File: config.mk
export PLATFORM = sky130hd
export DESIGN_NAME = multiplicador_flat
export DESIGN_NICKNAME = d
export VERILOG_FILES = /design/src/rtl/multiplicador_pkg.sv /design/src/rtl/multiplicador_if.sv /design/src/rtl/multiplicador_booth_step.sv /design/src/rtl/multiplicador.sv /design/src/flat_wrapper.sv
export SDC_FILE = /design/constraint.sdc
export NUM_CORES = 1
export LEC_CHECK = 0
export ABC_CLOCK_PERIOD_IN_PS = 5310
export CAP_MARGIN = 10
export CORE_AREA = 2 2 157 159
export CTS_CLUSTER_SIZE = 28
export DETAILED_ROUTE_END_ITERATION = 7
export DIE_AREA = 0 0 159 161
export PLACE_DENSITY = 0.58
export SYNTH_ARGS = -nofsm -noshare
export SYNTH_HDL_FRONTEND = slang
export SYNTH_SLANG_ARGS = --single-unit
File: constraint.sdc
create_clock -name clk -period 5.31 [get_ports clk]
set_input_delay 1.062 -clock clk [delete_from_list [all_inputs] [get_ports clk]]
set_output_delay 1.062 -clock clk [all_outputs]
set_load 0.005 [all_outputs]
File: src/rtl/multiplicador_pkg.sv
// Shared constants and encodings for the sequential Booth multiplier and its
// HI/LO write interface.
package multiplicador_pkg;

  localparam int unsigned WIDTH = 32;
  localparam int unsigned ITER  = WIDTH;
  localparam int unsigned CNT_W = $clog2(ITER) + 1;

  typedef enum logic [1:0] {
    IDLE = 2'b00,
    RUN  = 2'b01,
    FIN  = 2'b10
  } state_t;

  typedef enum logic [1:0] {
    BOOTH_NOP = 2'b00,
    BOOTH_ADD = 2'b01,
    BOOTH_SUB = 2'b10
  } booth_op_t;

  // One Booth iteration's working set: accumulator, multiplier, extra bit.
  typedef struct packed {
    logic [WIDTH:0]   a;
    logic [WIDTH-1:0] q;
    logic             q_1;
  } booth_t;

  // Radix-2 Booth recoding of {Q[0], Q_1}.
  function automatic booth_op_t booth_decode(input logic q0, input logic q_1);
    case ({q0, q_1})
      2'b01:   return BOOTH_ADD;
      2'b10:   return BOOTH_SUB;
      default: return BOOTH_NOP;
    endcase
  endfunction

endpackage

File: src/rtl/multiplicador_if.sv
// Start/operand and HI/LO result bundle between control unit and multiplier.
interface multiplicador_if;
  import multiplicador_pkg::*;

  logic             MultCtrl;
  logic [WIDTH-1:0] multiplicando;
  logic [WIDTH-1:0] multiplicador;
  logic [WIDTH-1:0] HI;
  logic [WIDTH-1:0] LO;
  logic             busy;
  logic             done;

  modport master (
    output MultCtrl, multiplicando, multiplicador,
    input  HI, LO, busy, done
  );

  modport slave (
    input  MultCtrl, multiplicando, multiplicador,
    output HI, LO, busy, done
  );
endinterface

File: src/rtl/multiplicador_booth_step.sv
// One combinational radix-2 Booth iteration: conditional add/sub of M, then
// arithmetic right shift of {A,Q,Q_1}.
module multiplicador_booth_step
  import multiplicador_pkg::*;
(
  input  booth_t         cur,
  input  logic [WIDTH:0] m,
  output booth_t         nxt
);

  logic [WIDTH:0] sum;

  always_comb begin
    sum = cur.a;
    case (booth_decode(cur.q[0], cur.q_1))
      BOOTH_ADD: sum = cur.a + m;
      BOOTH_SUB: sum = cur.a - m;
      default:   sum = cur.a;
    endcase
  end

  // A's sign bit fills the vacated MSB; the 33-bit A keeps M = -2^31 exact.
  always_comb begin
    nxt.a   = {sum[WIDTH], sum[WIDTH:1]};
    nxt.q   = {sum[0], cur.q[WIDTH-1:1]};
    nxt.q_1 = cur.q[0];
  end

endmodule

File: src/rtl/multiplicador.sv
// Sequential signed WIDTH x WIDTH Booth multiplier writing the 2*WIDTH product
// into HI/LO; one iteration per clock, done pulses when HI/LO update.
module multiplicador
  import multiplicador_pkg::*;
(
  input  logic           clk,
  input  logic           rst_n,
  multiplicador_if.slave bus
);

  state_t           state, state_d;
  logic [WIDTH:0]   m, m_d;
  booth_t           acc, acc_d, step;
  logic [CNT_W-1:0] count, count_d;
  logic [WIDTH-1:0] hi, hi_d, lo, lo_d;
  logic             busy, busy_d, done, done_d;

  multiplicador_booth_step u_step (
    .cur (acc),
    .m   (m),
    .nxt (step)
  );

  // State and registered datapath/outputs.
  always_ff @(posedge clk or negedge rst_n) begin
    if (!rst_n) begin
      state <= IDLE;
      m     <= '0;
      acc   <= '0;
      count <= '0;
      hi    <= '0;
      lo    <= '0;
      busy  <= 1'b0;
      done  <= 1'b0;
    end else begin
      state <= state_d;
      m     <= m_d;
      acc   <= acc_d;
      count <= count_d;
      hi    <= hi_d;
      lo    <= lo_d;
      busy  <= busy_d;
      done  <= done_d;
    end
  end

  // Next-state logic; the unused encoding falls back to IDLE.
  always_comb begin
    state_d = IDLE;
    case (state)
      IDLE:    state_d = bus.MultCtrl ? RUN : IDLE;
      RUN:     state_d = (count == CNT_W'(ITER - 1)) ? FIN : RUN;
      FIN:     state_d = IDLE;
      default: state_d = IDLE;
    endcase
  end

  // Datapath and output next values.
  always_comb begin
    m_d     = m;
    acc_d   = acc;
    count_d = count;
    hi_d    = hi;
    lo_d    = lo;
    busy_d  = busy;
    done_d  = 1'b0;
    case (state)
      IDLE: begin
        if (bus.MultCtrl) begin
          m_d     = {bus.multiplicando[WIDTH-1], bus.multiplicando};
          acc_d   = '{a: '0, q: bus.multiplicador, q_1: 1'b0};
          count_d = '0;
          busy_d  = 1'b1;
        end
      end
      RUN: begin
        acc_d   = step;
        count_d = count + CNT_W'(1);
      end
      FIN: begin
        hi_d   = acc.a[WIDTH-1:0];
        lo_d   = acc.q;
        done_d = 1'b1;
        busy_d = 1'b0;
      end
      default: begin
        busy_d = 1'b0;
      end
    endcase
  end

  assign bus.HI   = hi;
  assign bus.LO   = lo;
  assign bus.busy = busy;
  assign bus.done = done;

endmodule

File: src/flat_wrapper.sv
// flat-port wrapper written by rule: the top's interface ports become plain ports
module multiplicador_flat import multiplicador_pkg::*;
  (clk, rst_n, bus_MultCtrl, bus_multiplicando, bus_multiplicador, bus_HI, bus_LO, bus_busy, bus_done);
  multiplicador_if bus_i ();
  input  logic clk;
  input  logic rst_n;
  input wire logic [$bits(bus_i.MultCtrl)-1:0] bus_MultCtrl;
  input wire logic [$bits(bus_i.multiplicando)-1:0] bus_multiplicando;
  input wire logic [$bits(bus_i.multiplicador)-1:0] bus_multiplicador;
  output wire logic [$bits(bus_i.HI)-1:0] bus_HI;
  output wire logic [$bits(bus_i.LO)-1:0] bus_LO;
  output wire logic [$bits(bus_i.busy)-1:0] bus_busy;
  output wire logic [$bits(bus_i.done)-1:0] bus_done;
  assign bus_i.MultCtrl = bus_MultCtrl;
  assign bus_i.multiplicando = bus_multiplicando;
  assign bus_i.multiplicador = bus_multiplicador;
  assign bus_HI = bus_i.HI;
  assign bus_LO = bus_i.LO;
  assign bus_busy = bus_i.busy;
  assign bus_done = bus_i.done;
  multiplicador u_core (.clk(clk), .rst_n(rst_n), .bus(bus_i));
endmodule
==> out/results.ini <==
[route]
avgRoutedWirePerCell_um = 17.0
drtAntennaViolNets = 0
wirelength_um = 24800
vias = 7810
drt_iter0_drc = 440
firstDrtPassIters = 5
drc = 0
vias_per_cell = 5.34

[hold_path]
hp-class = reg -> reg
min_to = u_core.bus.HI[0]$_DFFE_PN0P_
min_from = u_core.bus.HI[0]$_DFFE_PN0P_
hold_depth = 2

[logic_synthesis]
syn_area_per_cell_um2 = 9.31
syn_inst = 1010
syn_area_um2 = 9400
ys_ff_latch = 171
synth_top_flop_cell = dfrtp_1
ys_warn_count = 0
synth_edf_count = 0
synth_top_area_cell = dfrtp_1
async_flop_share_pct = 100
synth.most_common_cell = dfrtp_1
synth_top_cell_area_share_pct = 45.5
synth_nets = 1113
synth_cell_types = 59
synth_area_leaders = dfrtp_1 (46%), mux2_2 (7.5%), nand2_1 (6.6%)
ys_seq_area_share_pct = 45.5
synth.cells.most_frequent = dfrtp_1 (171), nand2_1 (166), o21ai_0 (88), a21oi_1 (74), nor2_1 (69)

[power]
power.switching_mw = 3.92
p_sw_share_pct = 47.0
peakVddDrop_mv = 0.271
intPower_mw = 4.43
leakagePower_nw = 5.16
pwr-share-comb_pct = 57.9
pwr-share-clk_pct = 15.6
powerDensity_nw_per_um2 = 715
p_seq_share_pct = 26.5

[critical_path]
criticalPathCategory = reg -> reg
required_ns = 5.62
crit_fanout = 7
cp-end-kind = flip-flop
reg2reg_from = u_core.m[4]$_DFFE_PN0P_
start_kind = flip-flop
critPathArrivalTime_ns = 4.52
reg2reg_depth = 14
reg2reg_to = u_core.acc[64]$_DFFE_PN0P_
rrSetupSlack_ns = 1.10

[clocking]
ctsHoldBuffers = 0
clockBufferDepth = 2
ctsResizeCount = 0
cts_root_buffer = clkbuf_16
path_clk_slew_ns = 0.08
h-tree-depth = 4
cts_tree = done
clkLatencyLatePin_ns = 0.43
numCtsBuffers = 17
clock-sinks = 171
postCtsSetupBuffers = 0

[floorplan]
core_area_um2 = 24000
die-area_um2 = 25600
ioPinCount = 133
start_util_pct = 39.2
die_h_um = 161
dieWidth_um = 159
num_rows = 57

[timing]
worst_slew_margin_rel_pct = 20.2
finalSetupTns_ns = 0
hold_violations = 0
finalClockSkew_ns = 0.00989
setup_viol = 0
rsz0062_at_grt = false
fin_crit_sh_pct = 79.3
worst_slew_pin_slew_ns = 1.20
clock.fmax_mhz = 237
worst_slack_ns = 1.10
maxSlewViolCount = 0
layout_min_cycle_time_ns = 4.21

[cells_and_area]
final_nets = 1228
antenna_cells = 0
layout-drive-gt1-share_pct = 10.7
fill_cells = 2327
area_delta_synth_final_pct = 24.2

[place]
hpwl_um = 17500
dpl_worst_slack_ns = 1.12
port_buffers = 132
gp_congestion = 0.885

[job]
max_cap_violations = 0

[global_routing]
grt_pass1_wl_um = 39900
grt_start_max_net_pins = 99
grt_usage_pct = 19.3
gr-total-overflow = 0
antenna_found_initial = 0
grt_pass1_vias = 7503

[run_status]
status = complete, no violations

-- metal layers --
metal	vias up	global-route usage (%)	wire (µm)
met5	-	0	0
met4	0	4.63	220
met3	16	3.06	1170
met2	213	29.3	10700
met1	3738	28.9	12700
li1	3843	-	-
-- power groups by stage --
stage / sequential [mW] / clock, mW / combinational (mW)
2_1_floorplan: 2.08 / 0 / 3.63
3_3_place_gp: 2.23 / 0 / 4.73
3_5_place_dp: 2.24 / 0 / 4.77
4_1_cts: 2.21 / 1.34 / 4.81
5_1_grt: 2.28 / 1.38 / 5.39
6_report: 2.21 / 1.30 / 4.83
-- sequential cells by signal, indices dropped and copies added, names as in the netlist --
register / flops
u_core.bus.LO: 32
u_core.bus.busy: 1
u_core.state: 2
u_core.bus.done: 1
u_core.acc: 65
u_core.count: 6
u_core.m: 32
u_core.bus.HI: 32
-- cells in the final DEF (no fill, tap or decap), types with 31 or more instances in the layout --
cell type        netlist  final
a21oi_1               74     74
a22oi_1               31     31
clkdlybuf4s50_1        0    131
dfrtp_1              171    171
ha_1                  35     35
mux2_2                63     63
nand2_1              166    166
nor2_1                69     67
o21ai_0               88     88
xnor2_1               36     36
-- cell type report --
type	count	area (µm²)	share of cell area (%)
multi-input cells	762	4840	41.5
flip-flops and latches	171	4280	36.7
clock buffers	17	425	3.64
inverters	27	101	0.868
clock inverters	15	191	1.64
well taps	324	405	3.47
repair buffers	146	1430	12.2
-- kinds of logic after synthesis --
family / after synthesis / synth area share [%]
buffers and inverters: 77 / 3.09
XOR/XNOR: 45 / 4.19
flip-flops: 171 / 45.5
multiplexers: 73 / 8.61
AO/OA/AOI/OAI: 274 / 17.7
AND/OR/NAND/NOR: 334 / 16.0
adder cells (fa/ha/maj): 36 / 4.87
-- per-stage QoR --
step                      hold slack [ns]  utilization (%)  instance area (µm²)  instances  total power [mW]
after global routing                0.513             48.7                11700       1462              9.05
after global placement              0.468             46.1                11100       1430              6.95
after detailed placement            0.474             46.1                11100       1430              7.00
after CTS                           0.492             48.7                11700       1462              8.35
final                               0.482             48.7                11700       1462              8.35
after floorplan                     0.456                -                 9400       1010              5.72
-- worst max path at each step --
stage	startpoint	endpoint	slack (ns)	cells past startpoint
3_3_place_gp	u_core.m[5]$_DFFE_PN0P_	u_core.acc[64]$_DFFE_PN0P_	1.18	14
6_report	u_core.m[4]$_DFFE_PN0P_	u_core.acc[64]$_DFFE_PN0P_	1.10	14
3_5_place_dp	u_core.m[4]$_DFFE_PN0P_	u_core.acc[64]$_DFFE_PN0P_	1.12	14
4_1_cts	u_core.m[4]$_DFFE_PN0P_	u_core.acc[64]$_DFFE_PN0P_	1.10	14
2_1_floorplan	u_core.m[5]$_DFFE_PN0P_	u_core.acc[64]$_DFFE_PN0P_	1.61	15
5_1_grt	u_core.m[0]$_DFFE_PN0P_	u_core.acc[64]$_DFFE_PN0P_	0.55	14
-- critical path, stage by stage, from the launching register on --
cell	delay, ns
dfrtp_1	0.43
or4_1	0.58
nor4_1	0.24
and2_2	0.25
and3_1	0.31
nor4b_2	0.29
nor2_1	0.09
xnor2_1	0.21
ha_1	0.35
a21oi_1	0.23
o21bai_1	0.09
a221oi_1	0.37
o21ai_0	0.17
a21o_1	0.17
a221o_1	0.31
Note: power is estimated with default switching activity, not from simulation.
